File: config.mk
export PLATFORM = sky130hd
export DESIGN_NAME = risc_controller
export DESIGN_NICKNAME = d
export VERILOG_FILES = /design/src/rtl/risc_controller.sv
export SDC_FILE = /design/constraint.sdc
export NUM_CORES = 1
export LEC_CHECK = 0
export ABC_AREA = 1
export ABC_CLOCK_PERIOD_IN_PS = 2500
export CORE_AREA = 2 2 39 41
export CTS_CLUSTER_SIZE = 12
export DETAILED_ROUTE_END_ITERATION = 10
export DIE_AREA = 0 0 41 43
export PLACE_DENSITY_LB_ADDON = 0.05
export RECOVER_POWER = 50
export REMOVE_ABC_BUFFERS = 1
export SLEW_MARGIN = 15
export SYNTH_ARGS = -nofsm -noshare
export SYNTH_HDL_FRONTEND = slang
export SYNTH_SLANG_ARGS = --single-unit
export TNS_END_PERCENT = 5
File: constraint.sdc
create_clock -name clk -period 2.5 [get_ports clk]
set_input_delay 0.75 -clock clk [delete_from_list [all_inputs] [get_ports clk]]
set_output_delay 0.75 -clock clk [all_outputs]
set_load 0.02 [all_outputs]
File: src/rtl/risc_controller.sv
// Instruction-sequencing controller for the 8-bit RISC CPU: an 8-phase
// instruction cycle with a sticky halt, decoding memory/PC/IR/AC strobes.
module risc_controller #(
  parameter int OPC_W   = 3,
  parameter int PHASE_W = 3
) (
  input  logic               clk,
  input  logic               rst,
  input  logic [OPC_W-1:0]   opcode,
  input  logic               zero,
  output logic [PHASE_W-1:0] phase,
  output logic               sel,
  output logic               mem_read_en,
  output logic               mem_write_en,
  output logic               ld_ir,
  output logic               inc_pc,
  output logic               ld_pc,
  output logic               ld_ac,
  output logic               data_e,
  output logic               halt
);

  typedef enum logic [PHASE_W-1:0] {
    INST_ADDR  = 3'd0,
    INST_FETCH = 3'd1,
    INST_LOAD  = 3'd2,
    IDLE       = 3'd3,
    OP_ADDR    = 3'd4,
    OP_FETCH   = 3'd5,
    ALU_OP     = 3'd6,
    STORE      = 3'd7
  } phase_e;

  localparam logic [OPC_W-1:0] OPC_HLT = 3'b000;
  localparam logic [OPC_W-1:0] OPC_SKZ = 3'b001;
  localparam logic [OPC_W-1:0] OPC_ADD = 3'b010;
  localparam logic [OPC_W-1:0] OPC_AND = 3'b011;
  localparam logic [OPC_W-1:0] OPC_XOR = 3'b100;
  localparam logic [OPC_W-1:0] OPC_LDA = 3'b101;
  localparam logic [OPC_W-1:0] OPC_STO = 3'b110;
  localparam logic [OPC_W-1:0] OPC_JMP = 3'b111;

  phase_e phase_q;
  logic   halted_q;

  logic is_hlt, is_skz, is_sto, is_jmp, is_aluop, halt_now;

  assign is_hlt   = (opcode == OPC_HLT);
  assign is_skz   = (opcode == OPC_SKZ);
  assign is_sto   = (opcode == OPC_STO);
  assign is_jmp   = (opcode == OPC_JMP);
  assign is_aluop = (opcode == OPC_ADD) || (opcode == OPC_AND) ||
                    (opcode == OPC_XOR) || (opcode == OPC_LDA);

  // A HLT seen in OP_ADDR freezes the phase at OP_ADDR from the next edge on.
  assign halt_now = (phase_q == OP_ADDR) && is_hlt && !halted_q;

  always_ff @(posedge clk) begin
    if (rst) begin
      phase_q  <= INST_ADDR;
      halted_q <= 1'b0;
    end else if (halt_now) begin
      halted_q <= 1'b1;
    end else if (!halted_q) begin
      phase_q <= phase_e'(phase_q + PHASE_W'(1));
    end
  end

  assign phase = phase_q;

  always_comb begin
    sel          = 1'b0;
    mem_read_en  = 1'b0;
    mem_write_en = 1'b0;
    ld_ir        = 1'b0;
    inc_pc       = 1'b0;
    ld_pc        = 1'b0;
    ld_ac        = 1'b0;
    data_e       = 1'b0;
    halt         = halted_q;
    if (!halted_q) begin
      unique case (phase_q)
        INST_ADDR: begin
          sel = 1'b1;
        end
        INST_FETCH: begin
          sel         = 1'b1;
          mem_read_en = 1'b1;
        end
        INST_LOAD, IDLE: begin
          sel         = 1'b1;
          mem_read_en = 1'b1;
          ld_ir       = 1'b1;
        end
        OP_ADDR: begin
          inc_pc = 1'b1;
          halt   = is_hlt;
        end
        OP_FETCH: begin
          mem_read_en = is_aluop;
        end
        ALU_OP: begin
          mem_read_en = is_aluop;
          inc_pc      = is_skz && zero;
          ld_pc       = is_jmp;
          data_e      = is_sto;
        end
        STORE: begin
          mem_read_en  = is_aluop;
          ld_ac        = is_aluop;
          ld_pc        = is_jmp;
          data_e       = is_sto;
          mem_write_en = is_sto;
        end
        default: begin
          sel = 1'b0;
        end
      endcase
    end
  end

  // Bus-contention guards on the shared memory data bus.
  always_ff @(posedge clk) begin
    if (!rst) begin
      assert (!(mem_read_en && mem_write_en))
        else $error("read and write strobes both active");
      assert (!(data_e && mem_read_en))
        else $error("accumulator drives bus during memory read");
    end
  end

endmodule
==> results of run 1 <==
-- routing by layer --
metal	routed length (um)	share of wire (%)
met5	0	0
met4	0	0
met3	68	6.8
met2	436	44
met1	488	49
-- critical path, stage by stage (launching register included) --
cell and delay [ns]:
sky130_fd_sc_hd__dfxtp_1 0.33, sky130_fd_sc_hd__ha_1 0.23, sky130_fd_sc_hd__ha_1 0.18, sky130_fd_sc_hd__a21o_1 0.18, sky130_fd_sc_hd__nor2_2 0.10, sky130_fd_sc_hd__a21oi_1 0.06
sky130_fd_sc_hd__dlygate4sd2_1 0.32
-- Yosys cell counts (all sizes together) --
master / number
dfxtp: 4
inv: 13
nand3: 5
a21oi: 3
a21o: 1
o211ai: 1
nor4: 2
nand2: 15
nor2: 14
ha: 6
nand4: 1
-- state kept, by name, summed over array words and instances, names as in the netlist --
signal / count
phase: 3
halted_q: 1
-- stage by stage --
step | hold slack, ns | util (%) | total power [uW]
finish | 0.6553 | 43.31 | 259.7
global route | 0.6950 | 43.31 | 285.6
CTS | 0.6662 | 44.30 | 268.4
detailed placement | 0.6605 | 44.94 | 194.8
global placement | 0.6475 | 44.94 | 195.5
floorplan | 0.6079 | - | 141.3
-- what timing repair did --
item,CTS,global route
pin swaps,1,0
gates resized for setup,36,1
setup endpoints to repair,9,1
-- how the worst min path moves through the flow --
| stage | end | slack, ns | depth (start not counted) |
|---|---|---|---|
| detailed placement | phase[0]$_SDFFE_PP0P_ | 0.66 | 3 |
| finish | phase[1]$_SDFFE_PP0P_ | 0.66 | 4 |
| floorplan | phase[0]$_SDFFE_PP0P_ | 0.61 | 2 |
| global route | phase[0]$_SDFFE_PP0P_ | 0.70 | 3 |
| CTS | phase[0]$_SDFFE_PP0P_ | 0.67 | 3 |
| global placement | phase[1]$_SDFFE_PP0P_ | 0.65 | 4 |
-- cell type report --
class                           count  area (sq um)  share of cell area (%)
Multi-Input combinational cell     48         272.8                   45.51
Sequential cell                     4         81.33                   13.57
Clock buffer                        3         22.52                   3.758
Tap cell                           16         20.02                   3.340
Inverter                           13         48.80                   8.142
Timing Repair Buffer               20         153.9                   25.68
-- cell families after synthesis --
group                    Yosys count  share of synthesized area (%)
AND/OR/NAND/NOR                   37                          42.81
buffers and inverters             13                          11.92
flip-flops                         4                          19.57
AO/OA/AOI/OAI                      5                          7.340
adder cells (fa/ha/maj)            6                          18.35
-- power by group --
part           internal [uW]  switching (uW)
Combinational           46.1            59.3
Clock                   53.6            24.3
Sequential              69.8            6.72
==> summary.md, run 1 <==
| Metric | Value |
|---|---|
| Buffers inserted by post-CTS timing repair | 0 |
| RR Startpoint | phase[0]$_SDFFE_PP0P_ |
| Post-detailed-placement cell area | 621.8 sq um |
| H-tree Lvls | 1 |
| Final routed DRC violation total | 0 |
| Worst path required time | 1.75 ns |
| Clock net sink count | 4 |
| Final count of hold timing violations | 0 |
| Setup crit end kind | primary output |
| Non-filler instance count after layout | 104 |
| Antenna cells | 0 |
| Highest attainable clock frequency | 419.0 MHz |
| Arrival time at the worst endpoint | ~1.6 ns |
| Global routing usage on met2 | 19.38% |
| Number of cells produced by synthesis | 65 |
| Total standard cell area after synthesis | 409.1 sq um |
| Global-route wire length before repair | roughly 1.6 mm |
| Largest voltage drop on the vdd net | 0.2415 mV |
| Setup skew after layout | 0.001439 ns |
| Result of the run | complete, no violations |
| Total power density per cell area | 433.3 nW/um^2 |
| Post-detail-place hpwl | 802.8 um |
| Number of nets in the layout | 102 |
| Maximum number of pins on one net before global-route repair | 8 |
| Die Wd | 41 um |
| Commonest cells after routing, fill and taps aside | sky130_fd_sc_hd__nand2_1 (13), sky130_fd_sc_hd__inv_1 (12), sky130_fd_sc_hd__nor2_1 (12), sky130_fd_sc_hd__ha_1 (6), sky130_fd_sc_hd__buf_2 (6) |
| Type of the worst setup path | flop to primary output |
| Clock tree from TritonCTS | yes |
| Global routing met3 resource utilization | 3.665% |
| Top-level port count | 18 |
| Setup slack of the critical path after layout | 0.1136 ns |
| Minimum setup slack among reg-to-reg paths | 1.16 ns |
| Clock tree root driver cell | sky130_fd_sc_hd__clkbuf_4 |
| All-layer global routing usage | 13.25% |
| Startpoint of the worst hold path | phase[1]$_SDFFE_PP0P_ |
| Worst-Skew Late Latency | 0.23 ns |
| Proportion of layout cells with a drive suffix above 1 | 21.59% |
| Layout-stage area growth over the synthesis result | 46.48% |
| DR pass1 iterations | 3 |
| Initial Utilization | 29.57% |
| Via count of the first global-routing pass | 417 |
| Fin crit share | 95.46% |
| Cell taking the most area after synthesis | sky130_fd_sc_hd__dfxtp_1 |
| Most utilized layer in the global route result | met2 |
| Startpoint class of the critical path | flop |
| Top post-synthesis cells by area | sky130_fd_sc_hd__dfxtp_1 (20%), sky130_fd_sc_hd__ha_1 (18%), sky130_fd_sc_hd__inv_1 (11%) |
| DR WL/cell | 9.548 um |
| Filler cells | 174 |
| Maximum fanout encountered on the critical timing path | 4 |
| Count of antenna-violating nets left after detailed routing | 0 |
| Met1 global-route usage | between 15 and 20% |
| Endpoint of the worst register-to-register path | phase[1]$_SDFFE_PP0P_ |
| Post-Place Cells | 101 |
| Library cells used by synthesis | 16 |
| IO buf count | 17 |
| Clock-pin slew of the registers on the worst-case setup and hold paths | roughly 0.04 ns |
| WL final | about 990 um |
| Average footprint of a synthesized cell | ~6.3 sq um |
| Core ar. | between 1000 and 1500 sq um |
| Critical Path End | sel |
| Drt initial violations | 5 |
| Total negative slack for setup checks | 0 ns |
| Relative slew slack | a little over four fifths |
| Final setup vio count | 0 |
| Die Y-Extent | 43 um |
| Post-synthesis sequential area ratio | 19.57% |
| Cells on worst reg2reg path | 9 |
| DIE AREA | around 1800 sq um |
| Number of buffers added to fix hold violations after cts | 0 |
| Fraction of synthesized cell area taken by the top area cell type | roughly a fifth |
| Post-synthesis sequential element count | 4 |
| GPL Wtd Cong | 0.6992 |
| Site row count | 14 |
| Vias per std cell | between 4 and 5 |
| Worst-margin pin slew | around 0.25 ns |
| Number of antenna violations at the first check in global routing | 0 |
| Yosys Warn Count | 0 |
| Most common cell after layout, fill and taps aside | sky130_fd_sc_hd__nand2_1 |
| CTS Buf Count | 3 |
| Post-route cell area | 599.3 sq um |
| Setup repair after global routing missed its margin | no |
| Final Critical Period | between 2 and 2.5 ns |
| Class of the tightest hold or removal check | flop to flop |
| Residual overflow from global routing | 0 |
| Buffer depth of the longest clock path | 2 |
| Maximum Capacitance Violations | 0 |
| Max Slew Vio Count | 0 |
| Startpoint of the worst setup timing path | phase[0]$_SDFFE_PP0P_ |
| DP Worst Slack | -0.5351 ns |
| Count of vias placed by the detailed router | 447 |
| Leakage power total | approximately 0.00036 uW |
(Power assumes the default switching activity.)
==> run 2: changes to the inputs <==
DONT_BUFFER_PORTS = 1   (was default)
==> run 2 against run 1 <==
  * Critical path depth unchanged
  * Non-clock buffer count down 14
  * Count of clock-buffer cells in the layout unchanged
  * Clock power up 2%
  * Wire length down 3.1%
  * Sequential share of layout area up 3.4 points
  * Worst hold slack worse by 0.068 ns
  * Critical path type unchanged
  * First-iteration DRC count down 80%
  * Cell area down 20%
  * Largest cell class unchanged
  * Die area unchanged
  * Register-to-register slack worse by 0.07 ns
  * Clock skew about the same
==> summary.md, run 2 (same netlist as run 1, synthesis figures left out) <==
| Metric | Value |
|---|---|
| Class of the tightest hold or removal check | primary input to flop |
| Global-route wire length before repair | roughly 1.5 mm |
| H-tree Lvls | 1 |
| Commonest cells after routing, fill and taps aside | sky130_fd_sc_hd__nand2_1 (14), sky130_fd_sc_hd__inv_1 (13), sky130_fd_sc_hd__nor2_1 (12), sky130_fd_sc_hd__ha_1 (6), sky130_fd_sc_hd__nand3_1 (5) |
| Final setup vio count | 0 |
| Result of the run | complete, no violations |
| Largest voltage drop on the vdd net | 0.2591 mV |
| CTS Buf Count | 3 |
| Worst path required time | 1.75 ns |
| Layout-stage area growth over the synthesis result | 17.43% |
| DR pass1 iterations | 4 |
| GPL Wtd Cong | 0.6423 |
| Setup crit end kind | primary output |
| WL final | 962 um |
| Relative slew slack | between 60% and 70% |
| DR WL/cell | about 11 um |
| Number of antenna violations at the first check in global routing | 0 |
| Number of flip-flops under the largest register name | 3 |
| Series of cell instances along the critical path | inv_1 -> ha_1 -> a21o_1 -> nor2_2 -> a21oi_1 -> buf_4 |
| Number of nets in the layout | 88 |
| Arrival time at the worst endpoint | 1.53 ns |
| Clock tree root driver cell | sky130_fd_sc_hd__clkbuf_4 |
| Site row count | 14 |
| Setup repair after global routing missed its margin | no |
| Crit path buffers/inverters | 2 |
| Highest attainable clock frequency | 439.5 MHz |
| Filler cells | 173 |
| Die Wd | 41 um |
| Crit path largest cell delay | approximately 0.47 ns |
| IO buf count | 0 |
| Count of antenna-violating nets left after detailed routing | 0 |
| All-layer global routing usage | around 12% |
| Type of the worst setup path | flop to primary output |
| Count of vias placed by the detailed router | 400 |
| Worst hold margin | 0.5875 ns |
| Multi-input gate area in the final layout | 270.3 sq um |
| Maximum number of pins on one net before global-route repair | 9 |
| Core ar. | approximately 1400 sq um |
| FF+latch area | 81.33 sq um |
| Number of buffers added to fix hold violations after cts | 0 |
| Residual overflow from global routing | 0 |
| Leakage power total | about 0.00028 uW |
| Most common cell after layout, fill and taps aside | sky130_fd_sc_hd__nand2_1 |
| Family with the most delay on the worst path | flip-flops |
| Total power density per cell area | 504.5 nW/um^2 |
| Proportion of layout cells with a drive suffix above 1 | about 15% |
| Final routed DRC violation total | 0 |
| Total chip power | about 240 uW |
| Clock net sink count | 4 |
| Worst-Skew Late Latency | 0.23 ns |
| Drt initial violations | 1 |
| Top-level port count | 18 |
| Setup skew after layout | 0.001146 ns |
| Clock tree from TritonCTS | yes |
| DIE AREA | approximately 1800 sq um |
| Standard cell with the maximum stage delay on the critical path | sky130_fd_sc_hd__dfxtp_1 |
| Worst-margin pin slew | 0.4579 ns |
| Die Y-Extent | ~43 um |
| Antenna cells | 0 |
| Final Critical Period | 2.275 ns |
| Post-detail-place hpwl | 806.7 um |
| Via count of the first global-routing pass | 378 |
| Startpoint class of the critical path | flop |
| Maximum fanout encountered on the critical timing path | 8 |
| Maximum Capacitance Violations | 0 |
| Max Slew Vio Count | 0 |
| Buffer depth of the longest clock path | 2 |
| Initial Utilization | between 20% and 30% |
| Total negative slack for setup checks | 0 ns |
| Vias per std cell | 4.444 |
| Fin crit share | 91.01% |
| Clock-pin slew of the registers on the worst-case setup and hold paths | ~0.040 ns |
| Final count of hold timing violations | 0 |
run 2: cell count changes in the layout (fill, tap and decap cells not counted):
cell,change
sky130_fd_sc_hd__buf_2,-6
sky130_fd_sc_hd__dlygate4sd2_1,-5
sky130_fd_sc_hd__dlygate4sd3_1,-3
sky130_fd_sc_hd__clkbuf_1,+2
sky130_fd_sc_hd__clkdlybuf4s50_1,-2
sky130_fd_sc_hd__inv_1,+1
sky130_fd_sc_hd__inv_2,-1
sky130_fd_sc_hd__nand2_1,+1
sky130_fd_sc_hd__nand2_2,-1
run 2: path summary, 6_finish.rpt:
check                              from  cells past startpoint  slack [ns]                     to
hold / removal                      rst                      1        0.59  halted_q$_SDFFE_PP0P_
setup reg to reg  phase[1]$_SDFFE_PP0P_                      8        1.09  phase[1]$_SDFFE_PP0P_
hold reg to reg   phase[1]$_SDFFE_PP0P_                      4        0.68  phase[1]$_SDFFE_PP0P_
setup / recovery  phase[2]$_SDFFE_PP0P_                      6        0.22                    sel
run 2: report_power, final:
group	internal (uW)	switching, uW
registers	69.9	10.3
clock network	53.7	26.1
logic	31.3	51.1
total	155	87.5
run 2: repair_timing:
action,in CTS,in global routing
setup endpoints to repair,0,2
gates resized for setup,0,1
buffers inserted,0,0
run 2: routing by layer:
| layer | wire length, um | share of wire, % | track usage, % |
|---|---|---|---|
| met3 | 80 | 8.3 | 2.618 |
| met1 | 427 | 44 | 13.78 |
| met4 | 0 | 0 | 6.000 |
| met2 | 454 | 47 | 20.94 |
| met5 | 0 | 0 | 0 |
run 2: through the flow:
stage	instances	utilization (%)	setup WS (ns)	instance area (sq um)
6_report	90	34.72	0.2248	480.5
5_1_grt	90	34.72	0.07516	480.5
4_1_cts	90	35.90	0.09030	496.7
3_5_place_dp	87	34.27	0.3419	474.2
3_3_place_gp	87	34.27	0.3458	474.2
2_1_floorplan	65	-	0.1103	409.1
run 2: area by class of cell:
class	instances	area share, %
flip-flops and latches	4	16.93
repair buffers	6	7.812
clock buffers	3	4.687
well taps	16	4.167
multi-input cells	48	56.25
inverters	13	10.16
run 2: worst reg2reg max path, delay by kind of cell (launching register included):
kind | cells | cell delay (ns)
DFF | 1 | 0.41
buffers and inverters | 2 | 0.15
and+or+nand+nor | 5 | 0.52
adders and majority gates | 1 | 0.22
==> run 3: changes to the inputs <==
CAP_MARGIN = 5   (was default)
==> results of run 3 <==
No change in the layout: final DEF, timing and power equal those of run 2.
